==> config.mk <==
export PLATFORM = sky130hd
export DESIGN_NAME = ysyx_23060072_ifu_mem_bridge
export DESIGN_NICKNAME = d
export VERILOG_FILES = /design/src/rtl/ysyx_23060072_ifu_mem_bridge.sv
export SDC_FILE = /design/constraint.sdc
export NUM_CORES = 1
export LEC_CHECK = 0
export ABC_AREA = 1
export CAP_MARGIN = 5
export CORE_MARGIN = 4
export CORE_UTILIZATION = 44
export DETAILED_ROUTE_END_ITERATION = 12
export GPL_ROUTABILITY_DRIVEN = 0
export PLACE_DENSITY = 0.83
export SLEW_MARGIN = 40
export SYNTH_ARGS = -nofsm -noshare
export SYNTH_HDL_FRONTEND = slang
export SYNTH_SLANG_ARGS = --single-unit
==> constraint.sdc <==
create_clock -name clk -period 3.9 [get_ports clk]
set_input_delay 0.78 -clock clk [delete_from_list [all_inputs] [get_ports clk]]
set_output_delay 0.78 -clock clk [all_outputs]
set_load 0.05 [all_outputs]
==> src/rtl/ysyx_23060072_ifu_mem_bridge.sv <==
// Fetch-side bridge: single-outstanding memory fetches with a 2-entry PC-tagged response FIFO.
// Optional memory timeout enabled by defining YSYX_23060072_IFU_TIMEOUT_EN.
module ysyx_23060072_ifu_mem_bridge #(
    parameter int unsigned TIMEOUT_CYCLES = 255
) (
    input  logic        clk,
    input  logic        rst_n,
    input  logic        flush_i,
    input  logic        req_valid_i,
    input  logic [31:0] req_addr_i,
    output logic        req_ready_o,
    output logic        rsp_valid_o,
    output logic [31:0] rsp_addr_o,
    output logic [31:0] rsp_instr_o,
    output logic        rsp_fault_o,
    input  logic        rsp_ready_i,
    output logic        mem_req_valid_o,
    output logic [31:0] mem_req_addr_o,
    input  logic        mem_req_ready_i,
    input  logic        mem_rsp_valid_i,
    input  logic [31:0] mem_rsp_rdata_i,
    input  logic        mem_rsp_err_i
);
    localparam logic [31:0] EBREAK = 32'h0010_0073;

    typedef enum logic [1:0] {S_IDLE, S_REQ, S_WAIT} state_t;

    state_t      state_reg, state_next;
    logic        drop_reg, drop_next;
    logic [31:0] addr_reg;
    logic [1:0]  count_reg;
    logic        wr_ptr_reg, rd_ptr_reg;
    logic [31:0] fifo_addr  [2];
    logic [31:0] fifo_instr [2];
    logic        fifo_fault [2];

    logic        accept, timeout, done, push, pop, push_ok;
    logic [31:0] push_instr;

`ifdef YSYX_23060072_IFU_TIMEOUT_EN
    logic [15:0] wait_cnt_reg;

    // Counter sits at zero outside WAIT, so it restarts on every WAIT entry.
    always_ff @(posedge clk or negedge rst_n) begin
        if (!rst_n)
            wait_cnt_reg <= '0;
        else if (state_reg != S_WAIT)
            wait_cnt_reg <= '0;
        else
            wait_cnt_reg <= wait_cnt_reg + 16'd1;
    end

    assign timeout = (state_reg == S_WAIT) && !mem_rsp_valid_i &&
                     (wait_cnt_reg == 16'(TIMEOUT_CYCLES - 1));
`else
    assign timeout = 1'b0;
`endif

    assign req_ready_o     = (state_reg == S_IDLE) && (count_reg < 2'd2) && !flush_i;
    assign accept          = req_valid_i && req_ready_o;
    assign mem_req_valid_o = (state_reg == S_REQ);
    assign mem_req_addr_o  = addr_reg;

    assign done       = (state_reg == S_WAIT) && (mem_rsp_valid_i || timeout);
    assign push_ok    = mem_rsp_valid_i && !mem_rsp_err_i;
    assign push_instr = push_ok ? mem_rsp_rdata_i : EBREAK;
    assign push       = done && !drop_reg && !flush_i;
    assign pop        = (count_reg != 2'd0) && rsp_ready_i && !flush_i;

    always_comb begin
        state_next = state_reg;
        drop_next  = drop_reg;
        case (state_reg)
            S_IDLE: begin
                if (accept)
                    state_next = S_REQ;
            end
            S_REQ: begin
                if (flush_i)
                    drop_next = 1'b1;
                if (mem_req_ready_i)
                    state_next = S_WAIT;
            end
            S_WAIT: begin
                // A completing transaction always clears drop, even if flushed this cycle.
                if (done) begin
                    state_next = S_IDLE;
                    drop_next  = 1'b0;
                end else if (flush_i) begin
                    drop_next = 1'b1;
                end
            end
            default: begin
                state_next = S_IDLE;
                drop_next  = 1'b0;
            end
        endcase
    end

    always_ff @(posedge clk or negedge rst_n) begin
        if (!rst_n) begin
            state_reg <= S_IDLE;
            drop_reg  <= 1'b0;
            addr_reg  <= '0;
        end else begin
            state_reg <= state_next;
            drop_reg  <= drop_next;
            if (accept)
                addr_reg <= req_addr_i;
        end
    end

    always_ff @(posedge clk or negedge rst_n) begin
        if (!rst_n) begin
            count_reg  <= '0;
            wr_ptr_reg <= 1'b0;
            rd_ptr_reg <= 1'b0;
        end else if (flush_i) begin
            count_reg  <= '0;
            wr_ptr_reg <= 1'b0;
            rd_ptr_reg <= 1'b0;
        end else begin
            if (push)
                wr_ptr_reg <= ~wr_ptr_reg;
            if (pop)
                rd_ptr_reg <= ~rd_ptr_reg;
            if (push && !pop)
                count_reg <= count_reg + 2'd1;
            else if (pop && !push)
                count_reg <= count_reg - 2'd1;
        end
    end

    always_ff @(posedge clk) begin
        if (push) begin
            fifo_addr[wr_ptr_reg]  <= addr_reg;
            fifo_instr[wr_ptr_reg] <= push_instr;
            fifo_fault[wr_ptr_reg] <= !push_ok;
        end
    end

    // Head fields are forced to zero while empty so outputs are clean out of reset.
    assign rsp_valid_o = (count_reg != 2'd0);
    assign rsp_addr_o  = rsp_valid_o ? fifo_addr[rd_ptr_reg]  : 32'h0;
    assign rsp_instr_o = rsp_valid_o ? fifo_instr[rd_ptr_reg] : 32'h0;
    assign rsp_fault_o = rsp_valid_o ? fifo_fault[rd_ptr_reg] : 1'b0;

endmodule
==> results.txt, run 1 <==
clock edge transition at the registers on the reported setup and hold paths - 0.06 ns
Worst Path Arrival - 2.61 ns
RR Startpoint - state_reg[1]$_DFFE_PN0P_
Clock Latency Late Sink - 0.42 ns
die height - 133 um
clk root buf - clkbuf_16
grt ovf - 0
Setup Fix Bufs, Post-CTS - 0
vias post-DR - 4912
hold buffers post-CTS - 0
Synth Cell Area - 6850 um^2
starting density of the core - 0.450
met2 usage - 0.313
DP Worst Slack - 0.927 ns
Total Neg Setup Slack - 0 ns
DR pass1 iterations - 4
R2R Setup Slk - 1.76 ns
Leak - 3.71 nW
initial antenna violation count - 0
Tmin final - 3.39 ns
Clock Skew - 0.00688 ns
sequential area share after synthesis - 0.713
slowest library cell on the worst path - clkdlybuf4s50_1
outcome - completed
Detailed Place HPWL - 10200 um
CP cell instances - buf_4, nand2_1, a21oi_1, clkdlybuf4s50_1
IO Port Bufs - 171
Die Width - 133 um
WL final - 16100 um
FILL cells - 1181
H-tree levels - 4
Ant. Diodes - 0
Critical Path Start Type - register
IO Count - 172
Global Route Usage Sum - 0.187
fmax - 295 MHz
area grow syn2layout - 36.5%
row count - 45
final period utilization - 0.868
Worst-Margin Slew - 0.719 ns
Core Box Area - 15200 um^2
crit-path max cell delay - 0.85 ns
max-capacitance violation count - 0
fin. max-slew vios - 0
WS Path Type - register to primary output
largest net degree at the start of global routing - 66
final worst setup slack - 0.515 ns
DRC Markers - 0
PostCTS Resize Cnt - 0
first-pass GRT wire length - 25900 um
vias in the first global route - 5041
share of cells above drive strength 1 - 0.0664
Final ANT Viol Nets - 0
peak supply drop - 0.589 mV
Slew HR - 0.521
Final nets - 862
CTS tree - built
Die ar. - 17600 um^2
clock sink count - 169
final hold vios - 0
routing usage on met1 - 0.235
RSZ-0062 raised after global routing - false
reg2reg path depth - 9
HP Class - primary input to async pin
Critical Path RT - 3.12 ns
drt wl/cell - 16.4 um
clock buffer count from CTS - 17
Via density - 4.98
PwrDens - 805 nW/um^2
yosys warns - 0
Yosys cell types - 19
reg-to-reg critical path endpoint - state_reg[1]$_DFFE_PN0P_
worst-case clock buffer depth - 2
gr busiest metal - met2
CP Max Fanout - 65
Gate Count Post-Synth - 619
DR iter-0 viols - 292
GRT met3 Usage - 0.0608
crit end category - primary output
final setup vio count - 0
syn avg cell area - 11.1 um^2
Synth Register Bits - 169
Net Count, Synth - 696
## Yosys cell counts
library cell  instances  area [um^2]
buf_6                 3         33.8
or2_2                 6         37.5
nand2_1             213          800
nand3_1              40          200
clkbuf_1             16         60.1
nand2_4               1         11.3
o22ai_1               2         12.5
nor2_1               33          124
nor3_4                1         16.3
buf_2                10         50.1
a21oi_1              68          340
buf_4                 4         30.0
ha_1                  5         62.6
nand2_2               1         6.26
inv_1                42          158
o21ai_0               4         20.0
buf_1                 1         3.75
edfxtp_1            130         3900
dfrtp_1              39          976
## area by class of cell
cell class	count	area, um^2	share of cell area
Sequential cell	169	4880	0.522
Timing Repair Buffer	181	1830	0.196
Multi-Input combinational cell	374	1650	0.177
Clock buffer	19	433	0.0463
Tap cell	188	235	0.0252
Inverter	42	158	0.0169
Clock inverter	13	153	0.0163
## power breakdown
part	switching, mW	internal, mW	total [mW]
Combinational	2.36	1.02	3.37
Sequential	0.209	2.26	2.47
Clock	0.672	1.00	1.67
## logic make-up after synthesis
family / after synthesis / share of synthesized area
buf+inv: 76 / 0.0490
compound gates: 74 / 0.0545
simple gates: 295 / 0.175
flops: 169 / 0.713
fa+ha+maj: 5 / 0.00914
## cells in the final DEF (no fill, tap or decap)
master           count
nand2_1            213
clkdlybuf4s50_1    169
edfxtp_1           130
a21oi_1             68
inv_1               40
nand3_1             40
dfrtp_1             38
nor2_1              30
clkbuf_16           17
buf_4                8
or2_2                6
ha_1                 5
o21ai_0              4
clkinv_1             4
buf_12               4
nor2_4               3
bufinv_16            3
clkinv_4             3
inv_2                2
o22ai_1              2
clkbuf_1             2
nor3_4               1
nand2_4              1
nand2_2              1
clkinv_2             1
clkinvlp_4           1
inv_6                1
dfrtp_2              1
## metrics by stage
stage | utilization | instance area [um^2] | hold WS (ns) | power [mW] | instances
floorplan | - | 6850 | 0.467 | 4.69 | 619
global placement | 0.576 | 8760 | 0.477 | 5.85 | 954
detailed placement | 0.576 | 8760 | 0.483 | 5.90 | 954
CTS | 0.615 | 9340 | 0.350 | 7.59 | 986
global route | 0.615 | 9340 | 0.370 | 7.85 | 986
finish | 0.615 | 9340 | 0.333 | 7.52 | 986
## worst max-delay path: cells and delay by family (launching register included)
kind                   cells  cell delay (ns)
flip-flops                 1             0.36
AO/OA/AOI/OAI              1             0.28
AND/OR/NAND/NOR            1             0.10
buffers and inverters      2             1.44
## worst max path at each step
stage / end / depth (start not counted) / slack (ns) / startpoint
after floorplan: fifo_addr[0][0]$_DFFE_PP_ / 4 / 0.71 / mem_rsp_valid_i
after global placement: rsp_addr_o[31] / 4 / 0.96 / rd_ptr_reg$_DFFE_PN0P_
after detailed placement: rsp_addr_o[31] / 4 / 0.93 / rd_ptr_reg$_DFFE_PN0P_
after CTS: rsp_addr_o[31] / 4 / 0.47 / rd_ptr_reg$_DFFE_PN0P_
after global routing: rsp_addr_o[23] / 4 / 0.38 / rd_ptr_reg$_DFFE_PN0P_
final: rsp_addr_o[31] / 4 / 0.51 / rd_ptr_reg$_DFFE_PN0P_
## per-layer routing
layer,part of all wire,vias up,routed length (um)
met2,0.48,194,7770
met4,0.011,0,185
met3,0.083,15,1340
li1,-,2385,-
met5,0,-,0
met1,0.42,2318,6830
Power figures use the tool's default switching activity.
==> run 2, diff against run 1 <==
--- a/config.mk
+++ b/config.mk
@@ -9,8 +9,8 @@
 export CAP_MARGIN = 5
 export CORE_MARGIN = 4
 export CORE_UTILIZATION = 44
+export CTS_CLUSTER_DIAMETER = 30
 export DETAILED_ROUTE_END_ITERATION = 12
-export GPL_ROUTABILITY_DRIVEN = 0
 export PLACE_DENSITY = 0.83
 export SLEW_MARGIN = 40
 export SYNTH_ARGS = -nofsm -noshare
==> results of run 2 <==
Final layout, timing and power as in run 1 (identical DEF).
